`src/rtl/movement_control_if.sv`:
```
// movement_control_if: request/handshake inputs and control/status outputs of the movement controller
interface movement_control_if;
  logic enable;
  logic req_left;
  logic req_right;
  logic req_down;
  logic req_up;
  logic pause;
  logic [3:0] control;
  logic busy;
  logic frame_done;
  logic timeout_err;
  modport master (
    input  enable, req_left, req_right, req_down, req_up, pause,
    output control, busy, frame_done, timeout_err
  );
  modport slave (
    output enable, req_left, req_right, req_down, req_up, pause,
    input  control, busy, frame_done, timeout_err
  );
endinterface

```
`src/rtl/movement_control.sv`:
```
// movement_control: per-frame FSM pacing hold, erase, moves and redraw of one sprite datapath
module movement_control #(
  parameter int HOLD_CYCLES = 833334,
  parameter int CNT_W = 20,
  parameter int TIMEOUT = 1024
) (
  input logic clk,
  input logic reset_n,
  movement_control_if.master m
);
  localparam int PW = TIMEOUT > 1 ? $clog2(TIMEOUT) : 1;
  localparam logic [3:0] PREHOLD = 4'b0100, HOLD = 4'b0000, CLEAR = 4'b0001, LEFT = 4'b0011,
                         RIGHT = 4'b0010, DOWN = 4'b0110, UP = 4'b0111, DRAW = 4'b0101;
  localparam logic [CNT_W-1:0] HLAST = CNT_W'(HOLD_CYCLES - 1);
  localparam logic [PW-1:0] PLAST = PW'(TIMEOUT - 1);
  logic [3:0] state, nxt, lat, pend, mv;
  logic [CNT_W-1:0] hold_cnt;
  logic [PW-1:0] phase;
  logic busy, frame_done, timeout_err, hs, hold_end, handshake_state;
  always_comb begin
    handshake_state = state == CLEAR || state == DRAW;
    // lat is {left, right, down, up}; the mask drops moves already visited this frame
    pend = lat & (state == CLEAR ? 4'b1111 : state == LEFT ? 4'b0111 :
                  state == RIGHT ? 4'b0011 : state == DOWN ? 4'b0001 : 4'b0000);
    mv = pend[3] ? LEFT : pend[2] ? RIGHT : pend[1] ? DOWN : pend[0] ? UP : DRAW;
    hs = (phase != '0 && m.enable) || phase == PLAST;
    hold_end = hold_cnt == HLAST && !m.pause;
    nxt = state == PREHOLD ? HOLD :
          state == HOLD ? (hold_end ? CLEAR : HOLD) :
          state == CLEAR ? (hs ? mv : CLEAR) :
          state == DRAW ? (hs ? HOLD : DRAW) :
          (state == LEFT || state == RIGHT || state == DOWN || state == UP) ? mv : PREHOLD;
  end
  always_ff @(posedge clk or negedge reset_n) begin
    if (!reset_n) begin
      state <= PREHOLD;
      hold_cnt <= '0;
      phase <= '0;
      lat <= '0;
      busy <= 1'b0;
      frame_done <= 1'b0;
      timeout_err <= 1'b0;
    end else begin
      state <= nxt;
      hold_cnt <= (state != HOLD || hold_end) ? '0 : hold_cnt + CNT_W'(!m.pause);
      phase <= (handshake_state && nxt == state) ? phase + PW'(1) : '0;
      if (state == HOLD && hold_end) lat <= {m.req_left, m.req_right, m.req_down, m.req_up};
      busy <= nxt != PREHOLD && nxt != HOLD;
      frame_done <= state == DRAW && hs;
      timeout_err <= timeout_err | (handshake_state && phase == PLAST && !m.enable);
    end
  end
  assign m.control = state;
  assign m.busy = busy;
  assign m.frame_done = frame_done;
  assign m.timeout_err = timeout_err;
endmodule

```
`src/flat_wrapper.sv`:
```
// flat-port wrapper written by rule: the top's interface ports become plain ports
module movement_control_flat 
#(
  parameter int HOLD_CYCLES = 833334,
  parameter int CNT_W = 20,
  parameter int TIMEOUT = 1024
)
  (clk, reset_n, m_enable, m_req_left, m_req_right, m_req_down, m_req_up, m_pause, m_control, m_busy, m_frame_done, m_timeout_err);
  movement_control_if m_i ();
  input logic clk;
  input logic reset_n;
  input wire logic [$bits(m_i.enable)-1:0] m_enable;
  input wire logic [$bits(m_i.req_left)-1:0] m_req_left;
  input wire logic [$bits(m_i.req_right)-1:0] m_req_right;
  input wire logic [$bits(m_i.req_down)-1:0] m_req_down;
  input wire logic [$bits(m_i.req_up)-1:0] m_req_up;
  input wire logic [$bits(m_i.pause)-1:0] m_pause;
  output wire logic [$bits(m_i.control)-1:0] m_control;
  output wire logic [$bits(m_i.busy)-1:0] m_busy;
  output wire logic [$bits(m_i.frame_done)-1:0] m_frame_done;
  output wire logic [$bits(m_i.timeout_err)-1:0] m_timeout_err;
  assign m_i.enable = m_enable;
  assign m_i.req_left = m_req_left;
  assign m_i.req_right = m_req_right;
  assign m_i.req_down = m_req_down;
  assign m_i.req_up = m_req_up;
  assign m_i.pause = m_pause;
  assign m_control = m_i.control;
  assign m_busy = m_i.busy;
  assign m_frame_done = m_i.frame_done;
  assign m_timeout_err = m_i.timeout_err;
  movement_control #(.HOLD_CYCLES(HOLD_CYCLES), .CNT_W(CNT_W), .TIMEOUT(TIMEOUT)) u_core (.clk(clk), .reset_n(reset_n), .m(m_i));
endmodule
```
`config.mk`:
```
export PLATFORM = sky130hd
export DESIGN_NAME = movement_control_flat
export DESIGN_NICKNAME = d
export VERILOG_FILES = /design/src/rtl/movement_control_if.sv /design/src/rtl/movement_control.sv /design/src/flat_wrapper.sv
export SDC_FILE = /design/constraint.sdc
export NUM_CORES = 1
export LEC_CHECK = 0
export CAP_MARGIN = 20
export CORE_MARGIN = 2
export CORE_UTILIZATION = 57
export DETAILED_ROUTE_END_ITERATION = 10
export GPL_ROUTABILITY_DRIVEN = 0
export PLACE_DENSITY = 0.78
export SLEW_MARGIN = 25
export SYNTH_ARGS = -nofsm -noshare
export SYNTH_HDL_FRONTEND = slang
export SYNTH_SLANG_ARGS = --single-unit
```
`constraint.sdc`:
```
create_clock -name clk -period 4.1 [get_ports clk]
set_input_delay 0.82 -clock clk [delete_from_list [all_inputs] [get_ports clk]]
set_output_delay 0.82 -clock clk [all_outputs]
set_load 0.005 [all_outputs]
```
Word level (Yosys, flattened, before mapping). Cells that the tools add are included.

Register bits: 41. Input port bits: 8. Output and inout port bits: 7. Word-level logic and storage cells: 60.

Add/subtract/negate cells: 2. Equality and inequality tests: 11. Mux-type cells: 18. Bitwise gates (word level): 2. Reduce and logical (&&, ||, !) cells: 20.

Operator list (count): 4-bit two-way mux (12); 20-bit by 1-bit adder with 20-bit output (1); 20-bit == test, second input constant (1); 20-bit two-way mux (1); 4-bit by 3-bit == test with 1-bit output, second input constant (4); 10-bit by 1-bit adder with 10-bit output, second input constant (1); 10-bit == test, second input constant (1); 10-bit two-way mux (1); 10-bit nonzero test (1); 4-bit by 2-bit == test with 1-bit output, second input constant (2); 1-bit logical AND (8); 4-bit nonzero test (2); 1-bit logical OR (6); 4-bit AND (1); 4-bit by 1-bit == test with 1-bit output, second input constant (1); 4-bit == test (1); 4-bit zero test (1); 4-bit by 3-bit != test with 1-bit output, second input constant (1); 3-bit two-way mux (1); 1-bit zero test (2); 1-bit two-way mux (2); 2-bit two-way mux (1); 1-bit bitwise OR (1).

Depth between registers and ports, before layout.
Depth after elaboration: 18. Gate-level depth with buffers: 9. Gate-level depth less buffers: 8.

Worst setup path before layout. No wires, ideal clock.

Kind: input to register. Start: input m_pause. End: register u_core.hold_cnt[16]. Setup time: 132 ps. Arrival time: 2234 ps. Data required time: 3968 ps. Path slack: 1734 ps. Cell stages on the path: 9. Buffers on the path: 1. Cell sequence: inv_1 ha_1 ha_1 nand3_1 or2_2 clkbuf_1 nor4_1 xnor2_1 nor2_1.

Word-level cells in the longest chain between the ends: 4. Elaborated cells on any way between the ends: 5. Those cells by class: add/sub: 1; mux: 1; reduce/logical: 3.

RTL lines: from (decl) (RTL line flat_wrapper.sv:17) `input wire logic [$bits(m_i.pause)-1:0] m_pause;`; 1-bit zero test * (RTL line movement_control.sv:27, movement_control.sv:45); branches (longest 2 deep; another with 20-bit by 1-bit adder with 20-bit output); 20-bit two-way mux * (RTL line movement_control.sv:45) `hold_cnt <= (state != HOLD || hold_end) ? '0 : hold_cnt + CNT_W'(!m.pause);`; to (signal assigned) (RTL line movement_control.sv:45); to (decl) (RTL line movement_control.sv:17) `logic [CNT_W-1:0] hold_cnt;`.

Mark *: on every way between the ends. A chain may end at the register's enable or synchronous reset.

Worst setup path in the final report. Ends and elaborated chain as after synthesis.

==> flow_summary.json <==
{
  "run_status": "finished, final reports clean",
  "viasPerCell": 5.457,
  "hpwlAfterDp_mm": 2.568,
  "die_h_um": 63.36,
  "wl_met2_mm": 1.630,
  "hold_class": "reg2reg",
  "path_cells": "clkdlybuf4s50_1 -> inv_1 -> ha_1 -> ha_1 -> nand3_1 -> or2_2 -> nor4_1 -> xnor2_1 -> nor2_1",
  "numCtsBuffers": 5,
  "ys_seq_elements": 40,
  "grt_pass1_vias": 1379,
  "critPathMaxStageDelay_ps": 410,
  "cp.arrival_ps": 2790,
  "relSlewSlack": 0.4358,
  "finalSetupViolations": 0,
  "initial_core_util": 0.5971,
  "route.met3.wl_um": 154,
  "rows": 21,
  "rr_endpoint": "u_core.phase[2]",
  "min-delay-start": "u_core.m.timeout_err",
  "synth-async-reset-ratio": 1.000,
  "wl_per_cell_um": 13.27,
  "drtAntennaViolNets": 0,
  "cts_buffer_depth": 2,
  "crit_fanout": 7,
  "slowest_stage": "clkdlybuf4s50_1",
  "nets": 230,
  "required_ps": 4310,
  "synth_area_mm2": 0.002008,
  "r2r_start": "u_core.phase[0]",
  "root_buffer": "clkbuf_4",
  "cap_violations": 0,
  "path_clk_slew_ps": 110,
  "h-tree-depth": 2,
  "fin_crit_sh": 0.6276,
  "syn_to_final_growth_pct": 10.34,
  "routed_wl_mm": 3.517,
  "ys_warn_count": 0,
  "core_mm2": 0.003363,
  "hold_path_end": "u_core.m.timeout_err",
  "synth_ff_type": "dfrtp_1",
  "grt_overflow": 0,
  "drv_slew": 0,
  "firstDrtPassIters": 4,
  "synth-edff-count": 0,
  "powerDensity_mw_per_mm2": 342.3,
  "syn_area_per_cell_um2": 9.748,
  "cts_resized": 0,
  "cts_tree": "done",
  "cp_common_cell": "ha_1",
  "whs_path_depth": 1,
  "cts.sinks": 40,
  "grt_start_max_net_pins": 41,
  "max_freq_mhz": 388.6,
  "rsz0062_at_grt": "no",
  "reg2reg_slack_ps": 1920,
  "clock_skew_ps": 9.800,
  "cp-startpoint": "m_pause",
  "final_common_cell": "nor2_1",
  "post-route-min-period_ps": 2573,
  "drt_iter0_drc": 60,
  "cp-end-kind": "flop",
  "dieArea_mm2": 0.004014,
  "port_buffers": 13,
  "io_pins": 15,
  "rr_worst_depth": 6,
  "hold_viol_final": 0,
  "met1_length_mm": 1.672,
  "antenna_found_initial": 0,
  "grt_pass1_wl_mm": 6.451,
  "top_layer_used": "met4",
  "via_count": 1446,
  "grtUsageTotal": 0.2063,
  "synth_nets": 218,
  "yosysUniqueCellTypes": 35,
  "clock_latency_ps": 340,
  "antenna_cells": 0,
  "startpoint_type": "input pin",
  "final_util": 0.6589,
  "layout-drive-gt1-share": 0.08219,
  "ys_seq_area_frac": 0.4991,
  "netlist_instances": 206,
  "p_leak_nw": 0.9660,
  "postCtsHoldBufs": 0,
  "die_w_um": 63.36,
  "peakVddDrop_mv": 0.2536,
  "drc_errors": 0,
  "crit_type": "in2reg",
  "tightest_slew_ps": 846.3,
  "cts_setup_buffers": 0,
  "fin_setup_tns_ps": 0,
  "layout_common_cells": "40 x nor2_1, 39 x dfrtp_1, 22 x nand2_1, 15 x xnor2_1, 12 x clkdlybuf4s50_1"
}
==> sequential cells by signal, indices dropped and copies added (netlist names) <==
register / flops
u_core.hold_cnt: 20
u_core.lat: 4
u_core.m.busy: 1
u_core.m.control: 3
u_core.m.frame_done: 1
u_core.m.timeout_err: 1
u_core.phase: 10
==> kinds of logic (layout without fill, tap and decap cells) <==
group           after synthesis  count (layout)  synth area share
buf+inv                      13              26           0.02617
mux                           5               5           0.02804
xor+xnor                     26              26            0.1134
fa+ha+maj                     4               4           0.02492
flops                        40              40            0.4991
compound gates                7               7           0.03489
simple gates                110             110            0.2717
other cells                   1               1          0.001867
==> report_power, final <==
part | total (mW) | internal, mW | switching (mW)
clock | 0.205 | 0.0847 | 0.120
sequential | 0.466 | 0.427 | 0.0390
combinational | 0.0877 | 0.0441 | 0.0436
==> cell type report <==
| type | count | area, µm² |
|---|---|---|
| fill | 296 | 1147 |
| sequential | 40 | 1002 |
| multi-input combinational | 153 | 953.4 |
| timing repair buffer | 13 | 125.1 |
| clock buffer | 8 | 58.81 |
| tap | 46 | 57.56 |
| inverter | 5 | 18.77 |
==> synthesized netlist by cell type (3+ instances only) <==
master	instances	share of area
ha_1	4	0.025
xor2_1	11	0.048
nor2_1	40	0.075
nor4_1	5	0.016
nand4_1	4	0.012
and4_1	3	0.013
mux2_2	4	0.022
nor3_1	8	0.020
nand3_1	8	0.020
or2_2	3	0.0093
xnor2_1	15	0.065
clkbuf_1	7	0.013
nand2_1	22	0.041
dfrtp_1	39	0.49
and3_1	4	0.012
inv_1	5	0.0093
==> worst max-delay path by stage <==
stage	end	slack, ps
after CTS	u_core.hold_cnt[16]	1520
after global routing	u_core.hold_cnt[16]	1410
final	u_core.hold_cnt[16]	1530
after floorplan	u_core.hold_cnt[16]	1730
after global placement	u_core.hold_cnt[16]	1300
after detailed placement	u_core.hold_cnt[16]	1140
==> stage by stage <==
| stage | instances | hold slack (ps) | total power, mW | setup WS, ps | cell area (µm²) |
|---|---|---|---|---|---|
| 2_1_floorplan | 206 | 454.6 | 0.5255 | 1734 | 2008 |
| 3_3_place_gp | 257 | 454.2 | 0.5589 | 1298 | 2157 |
| 3_5_place_dp | 257 | 455.7 | 0.5618 | 1140 | 2157 |
| 4_1_cts | 265 | 483.5 | 0.7660 | 1518 | 2216 |
| 5_1_grt | 265 | 511.9 | 0.8042 | 1408 | 2216 |
| 6_report | 265 | 477.5 | 0.7584 | 1527 | 2216 |
==> worst max-delay path: cells and delay by family <==
kind                       cells  cell delay, ps
buffers and inverters          2             490
xor gates and xnor gates       1             170
adders and majority gates      2             420
and+or+nand+nor                4             880
==> per-layer routing <==
metal	track usage	up-vias
li1	-	716
met1	0.2912	692
met2	0.3211	31
met3	0.03750	7
met4	0.07337	0
met5	0	-
No activity file was read; power rests on OpenSTA's default activity.
